--- src/rtl/fg_trigger_scheduler.sv ---
// Schedules detector triggers from fast-gate rising edges within a start-enabled run window.
// Optional FG_WINDOW_CHECK_EN suppresses a trigger if the gate has already closed at delay expiry.
module fg_trigger_scheduler #(
    parameter int SYNC_STAGES = 2,
    parameter int DLY_W       = 24,
    parameter int PULSE_LEN   = 40,
    parameter int HOLDOFF     = 16,
    parameter int CNT_W       = 16
) (
    input  logic             clock,
    input  logic             reset,
    input  logic             start_signal,
    input  logic             fg_signal,
    input  logic             detector_ready,
    input  logic [DLY_W-1:0] cfg_delay,
    input  logic [CNT_W-1:0] cfg_shots,
    output logic             output_trigger,
    output logic [2:0]       scenario_state,
    output logic [CNT_W-1:0] shot_count,
    output logic [CNT_W-1:0] missed_count,
    output logic             busy
);

    typedef enum logic [2:0] {
        IDLE     = 3'd0,
        ARMED    = 3'd1,
        DELAY    = 3'd2,
        FIRE     = 3'd3,
        WAIT_RDY = 3'd4,
        DONE     = 3'd5
    } state_t;

    localparam int PW = $clog2(PULSE_LEN + 1);
    localparam int HW = $clog2(HOLDOFF + 2);
    localparam logic [PW-1:0]    PULSE_LAST = PW'(PULSE_LEN - 1);
    localparam logic [HW-1:0]    HOLD_END   = HW'(HOLDOFF);
    localparam logic [CNT_W-1:0] CNT_MAX    = '1;

    logic [SYNC_STAGES-1:0] start_sync, fg_sync, rdy_sync;
    logic                   start_s, fg_s, rdy_s;
    logic                   start_s_d, fg_s_d, start_rise, fg_rise;

    state_t           state;
    logic [CNT_W-1:0] shots_lat;
    logic [DLY_W-1:0] delay_lat;
    logic [DLY_W-1:0] dly_cnt;
    logic [PW-1:0]    pulse_cnt;
    logic [HW-1:0]    hold_cnt;

    logic delay_done, zero_fire, fire_req, window_ok;

    assign start_s = start_sync[SYNC_STAGES-1];
    assign fg_s    = fg_sync[SYNC_STAGES-1];
    assign rdy_s   = rdy_sync[SYNC_STAGES-1];

    // Synchronisers plus registered edge pulses, so the FSM sees one clean event cycle per edge
    always_ff @(posedge clock) begin
        if (reset) begin
            start_sync <= '0;
            fg_sync    <= '0;
            rdy_sync   <= '0;
            start_s_d  <= 1'b0;
            fg_s_d     <= 1'b0;
            start_rise <= 1'b0;
            fg_rise    <= 1'b0;
        end else begin
            start_sync[0] <= start_signal;
            fg_sync[0]    <= fg_signal;
            rdy_sync[0]   <= detector_ready;
            for (int i = 1; i < SYNC_STAGES; i++) begin
                start_sync[i] <= start_sync[i-1];
                fg_sync[i]    <= fg_sync[i-1];
                rdy_sync[i]   <= rdy_sync[i-1];
            end
            start_s_d  <= start_s;
            fg_s_d     <= fg_s;
            start_rise <= start_s & ~start_s_d;
            fg_rise    <= fg_s & ~fg_s_d;
        end
    end

    assign delay_done = (state == DELAY) && start_s && (dly_cnt == delay_lat - 1'b1);
    assign zero_fire  = (state == ARMED) && start_s && fg_rise && rdy_s && (cfg_delay == '0);
    assign fire_req   = delay_done | zero_fire;

`ifdef FG_WINDOW_CHECK_EN
    assign window_ok = fg_s;
`else
    assign window_ok = 1'b1;
`endif

    function automatic logic [CNT_W-1:0] sat_inc(input logic [CNT_W-1:0] v);
        return (v == CNT_MAX) ? v : v + 1'b1;
    endfunction

    always_ff @(posedge clock) begin
        if (reset) begin
            state          <= IDLE;
            output_trigger <= 1'b0;
            shot_count     <= '0;
            missed_count   <= '0;
            shots_lat      <= '0;
            delay_lat      <= '0;
            dly_cnt        <= '0;
            pulse_cnt      <= '0;
            hold_cnt       <= '0;
        end else begin
            case (state)
                IDLE: begin
                    if (start_rise) begin
                        state        <= ARMED;
                        shot_count   <= '0;
                        missed_count <= '0;
                        shots_lat    <= cfg_shots;
                    end
                end
                ARMED: begin
                    if (!start_s) begin
                        state <= IDLE;
                    end else if (fire_req) begin
                        if (window_ok) begin
                            state          <= FIRE;
                            output_trigger <= 1'b1;
                            shot_count     <= sat_inc(shot_count);
                            pulse_cnt      <= '0;
                        end else begin
                            missed_count <= sat_inc(missed_count);
                        end
                    end else if (fg_rise && rdy_s) begin
                        state     <= DELAY;
                        delay_lat <= cfg_delay;
                        dly_cnt   <= '0;
                    end else if (fg_rise) begin
                        missed_count <= sat_inc(missed_count);
                    end
                end
                DELAY: begin
                    if (!start_s) begin
                        state <= IDLE;
                    end else if (fire_req) begin
                        if (window_ok) begin
                            state          <= FIRE;
                            output_trigger <= 1'b1;
                            shot_count     <= sat_inc(shot_count);
                            pulse_cnt      <= '0;
                        end else begin
                            state        <= ARMED;
                            missed_count <= sat_inc(missed_count);
                        end
                    end else begin
                        dly_cnt <= dly_cnt + 1'b1;
                    end
                end
                // Pulse length is fixed once started; start_s is deliberately not looked at here
                FIRE: begin
                    if (pulse_cnt == PULSE_LAST) begin
                        state          <= WAIT_RDY;
                        output_trigger <= 1'b0;
                        hold_cnt       <= '0;
                    end else begin
                        pulse_cnt <= pulse_cnt + 1'b1;
                    end
                end
                WAIT_RDY: begin
                    if (fg_rise) begin
                        missed_count <= sat_inc(missed_count);
                    end
                    if (hold_cnt != HOLD_END) begin
                        hold_cnt <= hold_cnt + 1'b1;
                    end else if (rdy_s) begin
                        if (shots_lat != '0 && shot_count == shots_lat) begin
                            state <= DONE;
                        end else if (start_s) begin
                            state <= ARMED;
                        end else begin
                            state <= IDLE;
                        end
                    end
                end
                DONE: begin
                    if (!start_s) begin
                        state <= IDLE;
                    end
                end
                default: state <= IDLE;
            endcase
        end
    end

    assign scenario_state = state;
    assign busy           = (state != IDLE) && (state != DONE);

endmodule

--- config.mk ---
export PLATFORM = sky130hd
export DESIGN_NAME = fg_trigger_scheduler
export DESIGN_NICKNAME = d
export VERILOG_FILES = /design/src/rtl/fg_trigger_scheduler.sv
export SDC_FILE = /design/constraint.sdc
export NUM_CORES = 1
export LEC_CHECK = 0
export BUFFER_PORTS_ARGS = -buffer_cell sky130_fd_sc_hd__clkbuf_2
export CAP_MARGIN = 20
export CORE_MARGIN = 2
export CORE_UTILIZATION = 30
export CTS_CLUSTER_DIAMETER = 100
export DETAILED_ROUTE_END_ITERATION = 16
export GPL_TIMING_DRIVEN = 0
export HOLD_SLACK_MARGIN = 0.08
export SLEW_MARGIN = 30
export SYNTH_ARGS = -nofsm -noshare
export SYNTH_HDL_FRONTEND = slang
export SYNTH_SLANG_ARGS = --single-unit
--- constraint.sdc ---
create_clock -name clock -period 3.7 [get_ports clock]
set_input_delay 0.74 -clock clock [delete_from_list [all_inputs] [get_ports clock]]
set_output_delay 0.74 -clock clock [all_outputs]
set_load 0.05 [all_outputs]
==> After elaboration in Yosys (flattened, before gate mapping) <==
Index checks and enable logic that the tools add are counted.
{ "op_classes": {"n_eq_ne": 30, "mux": 41, "addsub": 6, "n_bitwise": 6, "n_reduce_logical": 28} }
{ "op_table": {"columns": ["op", "count"], "rows": [
  ["$mux W16", 9],
  ["$mux W24", 5],
  ["$pmux W16 S3", 1],
  ["$pmux W24 S2", 1],
  ["$mux W3", 11],
  ["$add A16 B1 Y16 const B", 2],
  ["$eq A16 B16 Y1 const B", 2],
  ["$pmux W16 S2", 1],
  ["$ne A2 B2 Y1 const B", 13],
  ["$add A24 B1 Y24 const B", 1],
  ["$eq A24 B24 Y1", 1],
  ["$logic_not A24 Y1", 1],
  ["$sub A24 B1 Y24 const B", 1],
  ["$mux W6", 3],
  ["$pmux W3 S6", 1],
  ["$eq A16 B16 Y1", 1],
  ["$reduce_bool A16 Y1", 1],
  ["$pmux W6 S2", 1],
  ["$reduce_and A4 Y1", 3],
  ["$mux W5", 2],
  ["$pmux W5 S2", 1],
  ["$reduce_and A5 Y1", 2],
  ["$logic_and A1 B1 Y1", 9],
  ["$reduce_bool A2 Y1", 4],
  ["other kinds (22)", 34]
]} }
{ "word_totals": {"out_inout_bits": 37, "ff_bits": 121, "word_cells": 127, "input_bits": 45} }

==> Logic depth before layout (Yosys ltp) <==
Gate-level depths: netlist of run 1.
{ "depth": {"ltp_word": 9, "ltp_mapped": 15, "mapped_depth_nobuf": 11} }

==> Least setup slack after synthesis of run 1 <==
No wires, ideal clock.
{ "synth_timing": {"path_type": "register to register", "from": "reg delay_lat[0]", "to": "reg delay_lat[9]", "n_path_buf": 4, "slack_ns": 0.426, "path_stages_with_launch": 16, "t_arrival_ns": 3.147, "period_less_slack_ns": 3.274, "setup_ns": 0.128, "required_ns": 3.572, "cell_sequence": "dfxtp_1 -> clkbuf_1 -> inv_1 -> ha_1 -> nor2b_1 -> and4_1 -> buf_2 -> and2b_1 -> xnor2_1 -> or3_1 -> o41ai_4 -> or4_1 -> buf_4 -> buf_6 -> mux2i_1 -> nor2_1"} }
{ "synth_between": {"elab_chain_len": 6} }
{ "synth_lines": {"columns": ["element", "line_no", "rtl"], "rows": [
  ["from (decl)", "45", "logic [DLY_W-1:0] delay_lat;"],
  ["from (signal assigned)", "131", "delay_lat <= cfg_delay;"],
  ["$sub A24 B1 Y24", "82", "assign delay_done = (state == DELAY) && start_s && (dly_cnt == delay_lat - 1'b1);"],
  ["$eq A24 B24 Y1", "82", null],
  ["$logic_and A1 B1 Y1", "82", null],
  ["$or A1 B1 Y1", "84", "assign fire_req = delay_done | zero_fire;"],
  ["$not A1 Y1 (no source line)", null, null],
  ["$reduce_and A4 Y1 (no source line)", null, null]
]} }
Every way passes these cells.
A chain may end at the register's enable or synchronous reset.

==> Worst setup path after layout of run 1 <==
{ "layout_timing": {"from": "reg delay_lat[1]", "to": "reg dly_cnt[6]"} }
{ "layout_between": {"elab_chain_len": 6, "elab_cells_between_ends": 7, "classes_between": "1 x add/sub; 3 x eq/ne; 1 x bitwise; 2 x reduce/logical"} }
{ "layout_lines": {"columns": ["element", "line_no", "rtl"], "rows": [
  ["$sub A24 B1 Y24 (*)", "82", null],
  ["$eq A24 B24 Y1 (*)", "82", null],
  ["$logic_and A1 B1 Y1 (*)", "82", null],
  ["$or A1 B1 Y1 (*)", "84", null],
  ["$ne A2 B2 Y1 (no source line)", null, null],
  ["$reduce_and A6 Y1 (no source line) (*)", null, null],
  ["to (signal assigned)", "151", "dly_cnt <= dly_cnt + 1'b1;"],
  ["to (decl)", "46", "logic [DLY_W-1:0] dly_cnt;"]
]} }
Every way passes the cells marked *; elsewhere a longest branch is shown, timed or not.

==> flow_summary.json, run 1 <==
{
  "finalCriticalPeriod_ns": 3.539,
  "first_pass_iters": 5,
  "wl_microns": 17170,
  "coreArea_sq_um": 20820,
  "syn_inst": 767,
  "synth_ff_type": "dfxtp_1",
  "min_path_type": "flop to flop",
  "power.leakage_nw": 2.972,
  "routedWlPerCell_microns": 14.86,
  "die_h_microns": 148.9,
  "grt_pass1_vias": 5472,
  "syn_avg_cell_area_sq_um": 8.214,
  "ir_drop_mv": 0.3198,
  "gp_congestion": 0.8452,
  "netlist_area_sq_um": 6300,
  "fin_worst_skew_ns": 0.01684,
  "tritoncts": "yes",
  "ys_seq_elements": 121,
  "grt_max_degree": 17,
  "ys_types": 61,
  "grt_pass1_wl_microns": 27970,
  "place_area_sq_um": 7049,
  "synth_fp_nets": 819,
  "grt_use_total": 0.1588,
  "finalSetupViolCount": 0,
  "crit_type": "flop to flop",
  "hold_viol_final": 0,
  "arrival_ns": 3.84,
  "dp_hpwl_microns": 12810,
  "num_vias": 5764,
  "clock_sinks": 121,
  "antenna_found_initial": 0,
  "start_kind": "flop",
  "crit_slowest_cell": "dfxtp_1",
  "drv_slew": 0,
  "synth_edf_count": 0,
  "fp-row-count": 53,
  "maxSlewHeadroom": 0.3852,
  "fin_tns_setup_ns": 0,
  "num_io_pins": 82,
  "end_kind": "flop",
  "nFillCells": 2198,
  "cts.path.max_buffers": 2,
  "insertion_delay_ns": 0.43,
  "drive_above_1_share": 0.1591,
  "crit_fanout": 10,
  "diodes": 0,
  "syn_to_final_growth_pct": 21.91,
  "final_nets": 919,
  "numPortBuffers": 81,
  "worst-path-buf-inv": 5,
  "viasPerCell": 4.990,
  "grt.overflow.total": 0,
  "finalCritPeriodShare": 0.9564,
  "hold_buffers": 0,
  "critical-path-max-stage-delay_ns": 0.47,
  "drc": 0,
  "drt_iter0_markers": 328,
  "root_buffer": "clkbuf_16",
  "ant_nets": 0,
  "worst_pin_slew_ns": 0.9152,
  "initial_core_util": 0.3025,
  "p_per_area_nw_per_um2": 406.7,
  "synth_warnings": 0,
  "die_w_microns": 148.9,
  "die-area_sq_um": 22170,
  "cts_made_buffers": 17,
  "final_cell_area_sq_um": 7680,
  "required_ns": 4.00,
  "path_delay_family": "simple AND/OR/NAND/NOR gates",
  "synth_async_sr_flop_share": 0,
  "fmax_mhz": 282.6,
  "clk_pin_slew_ns": 0.06,
  "drv.max_cap_violation_count": 0,
  "outcome": "finished, final reports clean",
  "worstPathCellList": "inv_1 -> ha_1 -> nor2b_2 -> and4_1 -> buf_2 -> and4_1 -> o31a_1 -> o22ai_1 -> o41ai_4 -> buf_4 -> or4_1 -> buf_4 -> nand2b_1 -> buf_2 -> nor2_1",
  "ys_seq_area_frac": 0.3845,
  "cts_max_level": 4
}
[cells by family after synthesis]
logic type,synth area share
adder cells (fa/ha/maj),0.01390
AND/OR/NAND/NOR,0.2926
flip-flops,0.3845
buffers and inverters,0.03535
AO/OA/AOI/OAI,0.1138
XOR/XNOR,0.1154
multiplexers,0.04449
[layout make-up]
cell class | instances | area (sq um) | share of cell area
inverter | 16 | 60.06 | 0.007820
buffer | 34 | 160.2 | 0.02085
clock inverter | 15 | 176.4 | 0.02297
clock buffer | 17 | 425.4 | 0.05539
timing repair buffer | 82 | 412.9 | 0.05376
sequential | 121 | 2424 | 0.3156
multi-input combinational | 595 | 3677 | 0.4788
tap | 275 | 344.1 | 0.04480
[synth_stat cells, types with 6 or more instances]
cell type    n  area, sq um
nand2_1     77        289.0
inv_1       16        60.06
nor4_1      24        150.1
clkbuf_1    25        93.84
xor2_1      17        148.9
dfxtp_1    121         2422
ha_1         7        87.58
xnor2_1     66        578.1
nand4_1     24        150.1
nor3_1      25        125.1
nand3_1     19        95.09
nor2_1     100        375.4
o21ai_0     26        130.1
nand2b_1     7        43.79
or3_1       21        131.4
and3_1      10        62.56
and2_1       6        37.54
a21oi_1     46        230.2
mux2i_1     28        280.3
and4_1       6        52.55
nor2b_1     18        112.6
[registers in the layout (all words and copies together), names as in the netlist, 3 cells and up]
name	count
delay_lat	24
dly_cnt	24
missed_count	16
shot_count	16
shots_lat	16
pulse_cnt	6
hold_cnt	5
scenario_state	3
[metal layers]
metal	track usage	wire length [microns]
met5	0	0
met4	0.03143	125
met3	0.04159	780
met2	0.2724	8371
met1	0.2018	7888
[worst paths after layout]
path	to	from	cells after the start	slack [ns]
setup / recovery	dly_cnt[6]	delay_lat[1]	15	0.16
hold / removal	fg_rise	fg_s_d	1	0.39
setup reg to reg	dly_cnt[6]	delay_lat[1]	15	0.16
hold reg to reg	fg_rise	fg_s_d	1	0.39
[repair_timing]
item                       in CTS  in global routing
buffers inserted                1                  0
setup endpoints to repair      71                 51
gates resized for setup         0                  7
pin swaps                       1                  0
[per-stage QoR]
step                  util  hold slack (ns)  setup WS (ns)  instances  power, mW
floorplan                -           0.3674         0.4257        767      1.402
global placement    0.3385           0.3744        -0.2173       1123      1.456
detailed placement  0.3385           0.3822        -0.2480       1123      1.457
CTS                 0.3676           0.3920        0.07658       1155      3.154
global route        0.3688           0.4115     -0.0008447       1155      3.223
finish              0.3688           0.3899         0.1614       1155      3.123
[placed cells by master (no fill, tap or decap), drive strengths merged, types with 6 or more instances in the layout]
master	instances
clkbuf	122
mux2i	28
inv	18
nor2b	18
a21oi	46
nor2	100
nor4	27
clkinvlp	6
o21ai	29
or3	21
nand2	77
and4	6
nand4	24
xnor2	66
nand3	19
and3	10
ha	7
and2	6
xor2	17
dfxtp	121
nand2b	7
buf	11
nor3	26
[power breakdown]
part	total, mW	internal (mW)	switching (mW)
clock	1.70	1.06	0.638
combinational	0.109	0.0399	0.0694
sequential	1.32	1.31	0.00653
[worst register-to-register path: cells and delay by family (launching register included)]
kind | cells | cell delay (ns)
compound gates | 3 | 0.61
fa+ha+maj | 1 | 0.25
flops | 1 | 0.47
buf+inv | 5 | 0.86
simple gates | 6 | 1.22
(Power assumes the default switching activity.)
==> run 2: changes to the inputs <==
Settings changed: SKIP_CTS_REPAIR_TIMING from default to 1, SLEW_MARGIN 30 to default.
Clock period 3.7 ns to 2.9 ns, I/O delays scaled along.
==> run 2 against run 1 <==
The flow now finishes with violations (setup timing). Via count rose by 0.54%. Clock skew fell by 0.0050 ns. Final cell count rose by 0.69%. Setup slack got worse by 0.44 ns. Non-clock buffer count rose by 8. Cell area rose by 3.7%. Routed wire length fell by 0.79%. Combinational power rose by 30%. Critical endpoint is now shot_count[8]. Largest cell class unchanged. Highest routed layer unchanged.
==> flow_summary.json, run 2 (synthesis results as in run 1) <==
{
  "cts.path.max_buffers": 2,
  "fp-row-count": 53,
  "grt_use_total": 0.1560,
  "reg_top3": "delay_lat (24), dly_cnt (24)",
  "tritoncts": "yes",
  "worst-path-buf-inv": 3,
  "initial_core_util": 0.3025,
  "register_area_sq_um": 2431,
  "ant_nets": 0,
  "wl_microns": 17030,
  "violations": "setup timing",
  "finalCritPeriodShare": 1.095,
  "insertion_delay_ns": 0.42,
  "start_kind": "flop",
  "numPortBuffers": 81,
  "worst_pin_slew_ns": 0.8101,
  "final_nets": 927,
  "hold_viol_final": 0,
  "net-switching-power_mw": 0.9070,
  "path_delay_family": "simple AND/OR/NAND/NOR gates",
  "end_kind": "flop",
  "fin_worst_skew_ns": 0.01187,
  "dp_hpwl_microns": 12570,
  "clock_sinks": 121,
  "crit_top_cell": "or3_4",
  "die_w_microns": 148.9,
  "post-place-ws_ns": -0.7776,
  "die_h_microns": 148.9,
  "p_per_area_nw_per_um2": 492.9,
  "power.leakage_nw": 3.124,
  "finalSetupViolCount": 71,
  "drc": 0,
  "cts_max_level": 4,
  "cts_made_buffers": 17,
  "arrival_ns": 3.52,
  "fmax_mhz": 315.0,
  "grt_pass1_wl_microns": 27630,
  "root_buffer": "clkbuf_16",
  "grt.overflow.total": 0,
  "multiInputGateArea_sq_um": 3801,
  "worst_slack_ns": -0.2744,
  "drt_iter0_markers": 391,
  "viasPerCell": 4.983,
  "drv_slew": 0,
  "first_pass_iters": 5,
  "crit_slowest_cell": "or3_4",
  "rsz0062_at_grt": "true",
  "drv.max_cap_violation_count": 0,
  "drive_above_1_share": 0.1948,
  "diodes": 0,
  "min_path_type": "primary input to flop",
  "num_vias": 5795,
  "power_frac_clock": 0.536,
  "combPwrFrac": 0.036,
  "seq_power_share": 0.428,
  "critical-path-max-stage-delay_ns": 0.46,
  "ff2ff_setup_slack_ns": -0.27,
  "crit_fanout": 7,
  "final_common_cell": "dfxtp_1",
  "antenna_found_initial": 0,
  "routedWlPerCell_microns": 14.64,
  "clk_pin_slew_ns": 0.06,
  "crit_type": "flop to flop",
  "num_io_pins": 82,
  "most-common-layout-cells": "dfxtp_1 (116), nor2_1 (100), clkbuf_2 (82)",
  "die-area_sq_um": 22170,
  "worstPathCellList": "buf_8 -> inv_4 -> ha_4 -> nor4b_1 -> nand4_1 -> xnor2_1 -> nand3_1 -> or3_4 -> o41ai_4 -> buf_6 -> o211ai_1 -> or3_4 -> a21oi_2",
  "fin_total_pwr_mw": 3.927,
  "maxSlewHeadroom": 0.4558,
  "syn_to_final_growth_pct": 26.45,
  "outcome": "complete, but fails checks",
  "required_ns": 3.25,
  "nFillCells": 2163,
  "internal_power_mw": 3.020,
  "grt_pass1_vias": 5420,
  "grt_max_degree": 17,
  "finalCriticalPeriod_ns": 3.174,
  "coreArea_sq_um": 20820,
  "ir_drop_mv": 0.3799,
  "swShare": 0.2310,
  "gp_congestion": 0.8520
}
[run 2: final timing paths]
kind,startpoint,endpoint,cells past startpoint
worst max register to register,delay_lat[0],shot_count[8],13
worst min-delay path,detector_ready,rdy_sync[0],2
worst max-delay path,delay_lat[0],shot_count[8],13
worst min register to register,fg_s_d,fg_rise,1
[run 2: layer usage]
| metal | part of all wire | wire length (microns) | track usage |
|---|---|---|---|
| met5 | 0 | 0 | 0 |
| met4 | 0.020 | 340 | 0.05238 |
| met3 | 0.059 | 1005 | 0.04618 |
| met2 | 0.48 | 8103 | 0.2569 |
| met1 | 0.45 | 7581 | 0.1951 |
[run 2: metrics by stage]
stage	area [sq um]	setup TNS [ns]	util	cells	hold slack [ns]
6_report	7966	-13.43	0.3826	1163	0.3672
5_1_grt	7966	-24.92	0.3826	1163	0.3695
4_1_cts	7739	-51.50	0.3717	1155	0.3530
3_5_place_dp	7149	-52.16	0.3433	1123	0.3799
3_3_place_gp	7149	-51.25	0.3433	1123	0.3704
2_1_floorplan	6400	-0.2246	-	767	0.3674
[run 2: power by group through the flow]
| stage | Sequential, mW | Combinational, mW | Clock, mW |
|---|---|---|---|
| after floorplan | 1.72 | 0.0726 | 0 |
| after CTS | 1.68 | 0.140 | 2.15 |
| after detailed placement | 1.72 | 0.139 | 0 |
| after global routing | 1.68 | 0.159 | 2.23 |
| after global placement | 1.72 | 0.140 | 0 |
| final | 1.68 | 0.142 | 2.10 |
[run 2: area by class of cell]
type | instances | share of cell area
Buffer | 32 | 0.02874
Clock buffer | 19 | 0.05560
Clock inverter | 13 | 0.01838
Inverter | 16 | 0.007853
Multi-Input combinational cell | 595 | 0.4771
Sequential cell | 121 | 0.3052
Tap cell | 275 | 0.04319
Timing Repair Buffer | 92 | 0.06392
